[src/rtl/endp_flit_injector.sv]
// Tile-to-NoC injection endpoint: per-VC flit FIFOs, credit-based flow control,
// round-robin VC arbitration, packet-aware enable gating, statistics and sticky errors.
module endp_flit_injector #(
   parameter  int V     = 2,
   parameter  int B     = 4,
   parameter  int Fpay  = 32,
   parameter  int DEPTH = 4,
   parameter  int CNTw  = 16,
   localparam int VW    = (V > 1) ? $clog2(V) : 1
)(
   input  logic                  clk,
   input  logic                  reset,
   input  logic                  en,
   input  logic [Fpay+1:0]       tile_flit,
   input  logic [VW-1:0]         tile_vc,
   input  logic                  tile_wr,
   output logic [V-1:0]          tile_ready,
   output logic [Fpay+V+1:0]     flit_out,
   output logic                  flit_out_wr,
   input  logic [V-1:0]          credit_in,
   output logic [CNTw-1:0]       pck_sent_cnt,
   output logic [1:0]            err
);

   localparam int CW = $clog2(B + 1);
   localparam int AW = $clog2(DEPTH);
   localparam int FW = Fpay + 2;

   logic [V-1:0]          w_full;
   logic [V-1:0]          w_elig;
   logic [V-1:0]          w_pop;
   logic [V-1:0]          w_drop;
   logic [V-1:0]          w_ovf;
   logic [V-1:0][FW-1:0]  w_head;

   logic                  w_gnt;
   logic [VW-1:0]         w_win;
   logic [VW-1:0]         w_idx;
   logic [VW-1:0]         w_nxt;
   logic [FW-1:0]         w_sel;
   logic [V-1:0]          w_oh;
   int                    w_sum;
   logic [VW-1:0]         r_ptr;

   for (genvar v = 0; v < V; v++) begin : g_vc
      logic [FW-1:0] r_mem [DEPTH];
      logic [AW:0]   r_wp;
      logic [AW:0]   r_rp;
      logic [CW-1:0] r_credit;
      logic          r_in_pck;
      logic [AW:0]   w_cnt;
      logic          w_empty;
      logic          w_push;

      assign w_cnt     = r_wp - r_rp;
      assign w_full[v] = (w_cnt == (AW+1)'(DEPTH));
      assign w_empty   = (w_cnt == '0);
      assign w_head[v] = r_mem[r_rp[AW-1:0]];
      assign w_pop[v]  = w_gnt && (w_win == VW'(v));
      // A pop in the same cycle frees the slot, so a write to a full FIFO still lands.
      assign w_push    = tile_wr && (tile_vc == VW'(v)) && (!w_full[v] || w_pop[v]);
      assign w_drop[v] = tile_wr && (tile_vc == VW'(v)) && w_full[v] && !w_pop[v];
      assign w_ovf[v]  = credit_in[v] && !w_pop[v] && (r_credit == CW'(B));
      // en only holds back a fresh header; stray non-header flits drain rather than wedge the VC.
      assign w_elig[v] = !w_empty && (r_credit != '0) &&
                         (r_in_pck || !w_head[v][FW-1] || en);

      always_ff @(posedge clk or posedge reset) begin
         if (reset) begin
            r_wp     <= '0;
            r_rp     <= '0;
            r_credit <= CW'(B);
            r_in_pck <= 1'b0;
         end else begin
            if (w_push)   r_wp <= r_wp + 1'b1;
            if (w_pop[v]) r_rp <= r_rp + 1'b1;
            if (w_pop[v] && !credit_in[v])
               r_credit <= r_credit - 1'b1;
            else if (credit_in[v] && !w_pop[v] && (r_credit != CW'(B)))
               r_credit <= r_credit + 1'b1;
            if (w_pop[v]) begin
               if (w_head[v][FW-2])      r_in_pck <= 1'b0;
               else if (w_head[v][FW-1]) r_in_pck <= 1'b1;
            end
         end
      end

      always_ff @(posedge clk) begin
         if (w_push) r_mem[r_wp[AW-1:0]] <= tile_flit;
      end
   end

   assign tile_ready = ~w_full;

   // Round-robin: first eligible VC at or after the pointer wins.
   always_comb begin
      w_gnt = 1'b0;
      w_win = '0;
      w_sum = 0;
      w_idx = '0;
      for (int i = 0; i < V; i++) begin
         w_sum = int'(r_ptr) + i;
         if (w_sum >= V) w_sum = w_sum - V;
         w_idx = VW'(w_sum);
         if (!w_gnt && w_elig[w_idx]) begin
            w_gnt = 1'b1;
            w_win = w_idx;
         end
      end
   end

   assign w_nxt = (w_win == VW'(V - 1)) ? '0 : w_win + 1'b1;
   assign w_sel = w_head[w_win];
   assign w_oh  = V'(1) << w_win;

   always_ff @(posedge clk or posedge reset) begin
      if (reset) begin
         flit_out     <= '0;
         flit_out_wr  <= 1'b0;
         pck_sent_cnt <= '0;
         err          <= '0;
         r_ptr        <= '0;
      end else begin
         flit_out_wr <= w_gnt;
         if (w_gnt) begin
            flit_out <= {w_sel[FW-1], w_sel[FW-2], w_oh, w_sel[Fpay-1:0]};
            r_ptr    <= w_nxt;
            if (w_sel[FW-2]) pck_sent_cnt <= pck_sent_cnt + 1'b1;
         end
         err <= err | {|w_ovf, |w_drop};
      end
   end

endmodule

[config.mk]
export PLATFORM = sky130hd
export DESIGN_NAME = endp_flit_injector
export DESIGN_NICKNAME = d
export VERILOG_FILES = /design/src/rtl/endp_flit_injector.sv
export SDC_FILE = /design/constraint.sdc
export NUM_CORES = 1
export LEC_CHECK = 0
export BUFFER_PORTS_ARGS = -buffer_cell sky130_fd_sc_hd__buf_4
export CAP_MARGIN = 25
export CORE_MARGIN = 4
export CORE_UTILIZATION = 54
export CTS_CLUSTER_SIZE = 28
export DETAILED_ROUTE_END_ITERATION = 6
export MAX_ROUTING_LAYER = met4
export PLACE_DENSITY = 0.75
export RECOVER_POWER = 100
export REMOVE_ABC_BUFFERS = 1
export SETUP_SLACK_MARGIN = 0.1
export SLEW_MARGIN = 20
export SYNTH_ARGS = -nofsm -noshare
export SYNTH_HDL_FRONTEND = slang
export SYNTH_SLANG_ARGS = --single-unit
[constraint.sdc]
create_clock -name clk -period 3.55 [get_ports clk]
set_input_delay 0.5325 -clock clk [delete_from_list [all_inputs] [get_ports clk]]
set_output_delay 0.5325 -clock clk [all_outputs]
set_load 0.01 [all_outputs]
# ---- Yosys cells after proc, flatten, opt, wreduce, memory -nomap -nowiden
# Memories as Yosys holds them, arrays and structs flattened.
# Index checks and enable logic that the tools add are counted.
dict set report totals {
  register_bits 76
  ram_bits 272
  output_inout_bits 57
  word_cells 124
  mem_count 2
}
# memory words width rd rd_ports_with_merged_regs wr line_no
set memory_table {}
lappend memory_table {{g_vc[0].r_mem} 4 34 1 0 1 46} ;# logic [FW-1:0] r_mem [DEPTH];
lappend memory_table {{g_vc[1].r_mem} 4 34 1 0 1 46}
dict set report classes {
  n_addsub 15
  magnitude_cmp 5
  eq_ne 6
  shift 1
  mux 25
  n_bitwise 4
  reduce_logical 53
}
# cell n
set op_table {}
lappend op_table {{two-way mux 34 bit} 2}
lappend op_table {{logical AND 1 bit} 23}
lappend op_table {{two-way mux 1 bit} 19}
lappend op_table {{adder 3 x 1 -> 3 bit, second input constant} 6}
lappend op_table {{adder 16 x 1 -> 16 bit, second input constant} 1}
lappend op_table {{equality test 3 bit, second input constant} 4}
lappend op_table {{two-way mux 3 bit} 4}
lappend op_table {{logical NOT 1 bit} 11}
lappend op_table {{nonzero test 2 bit} 4}
lappend op_table {{logical NOT 3 bit} 2}
lappend op_table {{logical OR 1 bit} 6}
lappend op_table {{< comparator 1 x 2 -> 1 bit, second input constant} 3}
lappend op_table {{!= test 3 bit, second input constant} 2}
lappend op_table {{AND reduction 2 bit} 3}
lappend op_table {{nonzero test 3 bit} 2}
lappend op_table {{subtractor 3 x 1 -> 3 bit, second input constant} 2}
lappend op_table {{subtractor 3 bit} 2}
lappend op_table {{OR reduction 2 bit} 2}
lappend op_table {{adder 1 x 1 -> 2 bit, second input constant} 1}
lappend op_table {{greater-or-equal comparator 1 x 2 -> 1 bit, second input constant} 1}
lappend op_table {{greater-or-equal comparator 2 bit, second input constant} 1}
lappend op_table {{NOT 1 bit} 2}
lappend op_table {{NOT 2 bit} 1}
lappend op_table {{bitwise OR 2 bit} 1}
lappend op_table {{3 further kinds} 4}

# ---- Longest topological paths before layout
dict set report logic_depth {
  depth_word 18
  mapped_depth 14
  mapped_depth_nobuf 12
}

# ---- Least setup slack after synthesis
# Ideal clock, no wire load.
dict set report synth_path {
  path_type {reg-to-reg}
  from {register g_vc[1].r_rp[1]}
  to {memory g_vc[0].r_mem[0][0] (netlist bit), enable pin}
  setup_ps 425
  arrival_ps 3482
  required_time_ps 3125
  path_slack_ps -357
  path_stages_with_launch 11
  n_path_buf 2
  cell_sequence {dfrtp_1 > buf_4 > buf_1 > inv_1 > ha_1 > nor2b_1 > xnor2_1 > o211a_2 > nor2_4 > o21ai_2 > nor2_1}
}
dict set report synth_between {
  elab_chain_cells 17
  word_cells_on_any_way 25
}
# item line_no
set synth_rtl {}
lappend synth_rtl {{start, declared} 48} ;# logic [AW:0] r_rp;
lappend synth_rtl {{start signal, assigned} 76} ;# if (w_pop[v]) r_rp <= r_rp + 1'b1;
lappend synth_rtl {{subtractor 3 bit or memory (4 x 34 bit) (tied branches)} --}
lappend synth_rtl {{logical NOT 3 bit or logical NOT 1 bit (tied branches)} {57, 66}}
lappend synth_rtl {{logical NOT 1 bit or logical OR 1 bit (tied branches)} {65, 66}}
lappend synth_rtl {{logical AND 1 bit or logical OR 1 bit (tied branches)} {65, 66}}
lappend synth_rtl {{logical AND 1 bit (*)} 65} ;# assign w_elig[v] = !w_empty && (r_credit != '0) &&
lappend synth_rtl {{two-way mux 1 bit (implied by the code) (2 in series)} 105} ;# if (!w_gnt && w_elig[w_idx]) begin
lappend synth_rtl {{two-way mux 1 bit} 105}
lappend synth_rtl {{logical NOT 1 bit} 105}
lappend synth_rtl {{logical AND 1 bit} 105}
lappend synth_rtl {{two-way mux 1 bit} 105}
lappend synth_rtl {{NOT 1 bit} 59} ;# assign w_pop[v] = w_gnt && (w_win == VW'(v));
lappend synth_rtl {{logical AND 1 bit (*)} 59}
lappend synth_rtl {{logical OR 1 bit (*)} 61} ;# assign w_push = tile_wr && (tile_vc == VW'(v)) && (!w_full[v] || w_pop[v]);
lappend synth_rtl {{logical AND 1 bit (*)} 61}
lappend synth_rtl {{two-way mux 1 bit (*)} 89} ;# if (w_push) r_mem[r_wp[AW-1:0]] <= tile_flit;
lappend synth_rtl {{two-way mux 1 bit (implied by the code) (*)} 89}
lappend synth_rtl {{end, declared} 46}
# Mark *: on every way between the ends. The rest lies on a longest branch, timed or not. The select of a mux whose other input is x is not followed.

# ---- Final worst setup path
dict set report layout_path {
  from {register g_vc[0].r_rp[0]}
  to {memory g_vc[1].r_mem[2][30] (netlist bit), enable pin}
}
dict set report layout_between {
  elab_chain_cells 16
  word_cells_on_any_way 24
}
# item line_no
set layout_rtl {}
lappend layout_rtl {{start, declared} 48}
lappend layout_rtl {{start signal, assigned} 76}
lappend layout_rtl {{subtractor 3 bit or memory (4 x 34 bit) (tied branches)} --}
lappend layout_rtl {{logical NOT 3 bit or logical NOT 1 bit (tied branches)} {57, 66}}
lappend layout_rtl {{logical NOT 1 bit or logical OR 1 bit (tied branches)} {65, 66}}
lappend layout_rtl {{logical AND 1 bit or logical OR 1 bit (tied branches)} {65, 66}}
lappend layout_rtl {{logical AND 1 bit (*)} 65}
lappend layout_rtl {{two-way mux 1 bit (implied by the code) (2 in series)} 105}
lappend layout_rtl {{two-way mux 1 bit} 105}
lappend layout_rtl {{logical NOT 1 bit} 105}
lappend layout_rtl {{logical AND 1 bit} 105}
lappend layout_rtl {{two-way mux 1 bit} 105}
lappend layout_rtl {{logical AND 1 bit (*)} 59}
lappend layout_rtl {{logical OR 1 bit (*)} 61}
lappend layout_rtl {{logical AND 1 bit (*)} 61}
lappend layout_rtl {{two-way mux 1 bit (*)} 89}
lappend layout_rtl {{two-way mux 1 bit (implied by the code) (*)} 89}
lappend layout_rtl {{end, declared} 46}
# Marked as above.

==> impl_metrics.csv <==
group,metric,value,unit
clocking,ctsResizeCount,0,
synth,synth_flop_cell,"edfxtp_1",
synth,syn_inst,711,
clocking,htreeDepth,2,
timing,finalCritPeriodShare,93.8,%
timing,fmax,300,MHz
worst_hold_path,hold_class,"in -> reg",
placement,dpl_cell_area,0.0150,sq mm
timing,finalSetupViolations,0,
global_route,met3_usage,4.48,%
clocking,cts.sinks,347,
setup_path,cp_top_family,"simple AND/OR/NAND/NOR gates",
power_and_ir_drop,sw_frac_of_total,34.2,%
synth,synth-simple-area-share,2.93,%
setup_path,cpPeakStageDelay,0.59,ns
floorplan,die_y,168,um
setup_path,reg2reg_depth,8,
route,drtIter0Drc,649,
power_and_ir_drop,p_leak,0.00557,uW
power_and_ir_drop,pwr-share-comb,36.9,%
power_and_ir_drop,p_per_area,945,mW/mm^2
route,via_count,7121,
finish,syn2layout_area_growth,14.2,%
synth,netlist_area,0.0138,sq mm
setup_path,crit_fanout,24,
route,dr.pass1.iters,5,
power_and_ir_drop,power.internal,9790,uW
global_route,grt_max_degree,42,
route,ant_nets,0,
finish,multi_input_area,0.00346,sq mm
worst_hold_path,min_path_cells,3,
synth,ys_seq_elements,347,
global_route,antenna_found_initial,2,
synth,synthArstFlopShare,21.6,%
worst_hold_path,min_to,"err[0]",
placement,dpl.hpwl,17.0,mm
timing,period_needed,3.33,ns
finish,drive_gt1_share,20.2,%
synth,synth.avg_cell_area,19.4,sq um
power_and_ir_drop,p_sw,5100,uW
synth,synth_most_common_cell,"edfxtp_1",
synth,synthXorXnorAreaFrac,1.90,%
power_and_ir_drop,clkPwrFrac,24.5,%
synth,synth_common_cells,"edfxtp_1 (272), dfrtp_1 (73), mux4_2 (66)",
global_route,grt_most_used_layer,"met2",
clocking,clk_pin_slew_worst_paths,0.06,ns
global_route,grt_pass1_wl,43.7,mm
timing,hold-worst-slack,0.315,ns
status,outcome,"complete, but fails checks",
clocking,hold_buffers,0,
setup_path,end_kind,"flop",
clocking,root_buffer,"clkbuf_16",
global_route,met2_usage,34.3,%
floorplan,initial_utilization,54.8,%
power_and_ir_drop,seq_power_share,38.6,%
finish,fillCellCount,1810,
timing,relSlewSlack,-46.8,%
floorplan,die-area,0.0282,sq mm
route,wirelength,28.3,mm
synth,synth_mux_area_share,12.2,%
floorplan,dieWidth,168,um
power_and_ir_drop,total_power,14900,uW
synth,synth_compound_area_share,6.51,%
clocking,clk_latency,0.51,ns
synth,synth.top_cells.by_area,"edfxtp_1 (59%), dfrtp_1 (13%), mux4_2 (11%)",
global_route,overflow,0,
global_route,grt_pass1_vias,7486,
timing,drv_slew,42,
setup_path,path_cells,"ha_1 > nor2b_1 > xnor2_1 > o211a_2 > or2_0 > a21oi_1 > and2_2 > buf_6",
route,wl_per_cell,23.7,um
clocking,cts_tree,"built",
finish,postLayoutCoreUtil,62.6,%
clocking,cts_buffer_depth,3,
global_route,grt_usage,20.7,%
timing,finalSetupTns,0,ns
timing,finClkSkew,0.0211,ns
placement,numPortBuffers,97,
job,cap_violations,1,
synth,synth_top_family_by_area,"multiplexers",
setup_path,cp.arrival,3.51,ns
synth,yosysTopAreaCell,"edfxtp_1",
setup_path,reg2reg_slack,0.22,ns
clocking,cts-buffers-inserted,36,
timing,worst_pin_slew,2.19,ns
setup_path,reg2reg_to,"g_vc[1].r_mem[2][30]",
setup_path,worst_ep_required_time,3.73,ns
floorplan,core,0.0252,sq mm
finish,final_cell_area,0.0158,sq mm
finish,seq_area,0.0101,sq mm
setup_path,crit_type,"reg -> reg",
setup_path,regToRegStartpoint,"g_vc[0].r_rp[0]",
clocking,post_cts_buffers,0,
synth,synth_edf_count,272,
route,vias_per_cell,5.97,
floorplan,io_pins,98,
timing,hold_viol_final,0,
synth,ys_warn_count,0,
setup_path,critPathBufInv,1,
timing,rsz0062_at_grt,"no",
setup_path,critical-path-slowest-cell,"dfrtp_2",
global_route,grtUsageMet1,26.6,%
setup_path,cp-start-kind,"flop",
route,drc,0,
placement,gp_congestion,0.821,
finish,nets,891,
synth,yosysUniqueCellTypes,60,
floorplan,num_rows,58,
synth,synthAdderAreaFrac,1.65,%
status,failed_checks,"max-capacitance violations, max-slew violations",
synth,synth_top_area_share,59.2,%
synth,seq_area_frac_synth,72.8,%
power_and_ir_drop,peakVddDrop,0.720,mV
worst_hold_path,worstHoldStart,"tile_vc",
## flip-flops by register name (all words and copies together) (netlist names)
name	flops
g_vc.r_mem	272
flit_out	36
pck_sent_cnt	16
g_vc.r_credit	6
g_vc.r_rp	6
g_vc.r_wp	6
err	2
g_vc.r_in_pck	2
flit_out_wr	1
## cells by family after synthesis
logic type / count (synthesis)
AO/OA/AOI/OAI: 108
XOR/XNOR: 29
adder cells (fa/ha/maj): 17
buffers and inverters: 54
flip-flops: 347
multiplexers: 83
AND/OR/NAND/NOR: 73
## worst max path at each step
stage,start,to,slack [ns],cells after the start
final,g_vc[0].r_rp[0],g_vc[1].r_mem[2][30],0.22,8
after global routing,g_vc[0].r_rp[0],g_vc[1].r_mem[2][16],0.1,8
after CTS,g_vc[0].r_rp[0],g_vc[1].r_credit[2],0.32,11
after detailed placement,g_vc[0].r_rp[0],g_vc[1].r_credit[2],0.35,11
after global placement,g_vc[0].r_rp[0],g_vc[1].r_credit[2],0.55,11
after floorplan,g_vc[1].r_rp[0],g_vc[0].r_mem[0][0],-1.56,7
## worst register-to-register path, delay by kind of cell (launching register included)
family	cells	cell delay (ns)
xor gates and xnor gates	1	0.18
DFF	1	0.59
and+or+nand+nor	3	0.89
AOI/OAI and AO/OA	2	0.75
adders and majority gates	1	0.23
buffers and inverters	1	0.33
## placed cells by master (no fill, tap or decap), drive strengths merged, types with 8 or more instances in the layout
| master | synthesis | final |
|---|---|---|
| mux2i | 11 | 11 |
| nand2 | 26 | 26 |
| and2 | 11 | 11 |
| dfrtp | 73 | 73 |
| edfxtp | 272 | 272 |
| a22o | 24 | 24 |
| xnor2 | 24 | 24 |
| nor2 | 11 | 11 |
| buf | 22 | 18 |
| ha | 15 | 15 |
| o21ai | 18 | 18 |
| a21o | 26 | 26 |
| clkbuf | 11 | 149 |
| clkinv | 0 | 12 |
| o211ai | 8 | 8 |
| o2111ai | 8 | 8 |
| mux4 | 66 | 66 |
| inv | 21 | 20 |
## per-layer routing
metal	part of all wire [%]	vias up
met5	0	-
met4	1.7	0
met3	7.3	44
met2	51	291
met1	40	3694
li1	-	3092
## power groups by stage
stage | Clock [uW] | Sequential, uW | Combinational, uW
3_3_place_gp | 0 | 5770 | 5660
3_5_place_dp | 0 | 5830 | 5860
2_1_floorplan | 0 | 6050 | 3580
5_1_grt | 3910 | 5820 | 5950
6_report | 3650 | 5750 | 5490
4_1_cts | 3710 | 5760 | 5920
## layout make-up
type,instances,area share (%)
Inverter,21,0.508
Sequential cell,347,63.8
Clock buffer,50,6.51
Antenna cell,2,0.0318
Multi-Input combinational cell,310,22.0
Clock inverter,15,0.897
Timing Repair Buffer,117,3.67
Tap cell,330,2.62
## through the flow
step,std cells,setup slack [ns]
floorplan,678,-1.56
global placement,1125,0.552
detailed placement,1125,0.347
CTS,1190,0.322
global route,1192,0.0972
finish,1192,0.222
Note: power is estimated with default switching activity, not from simulation.
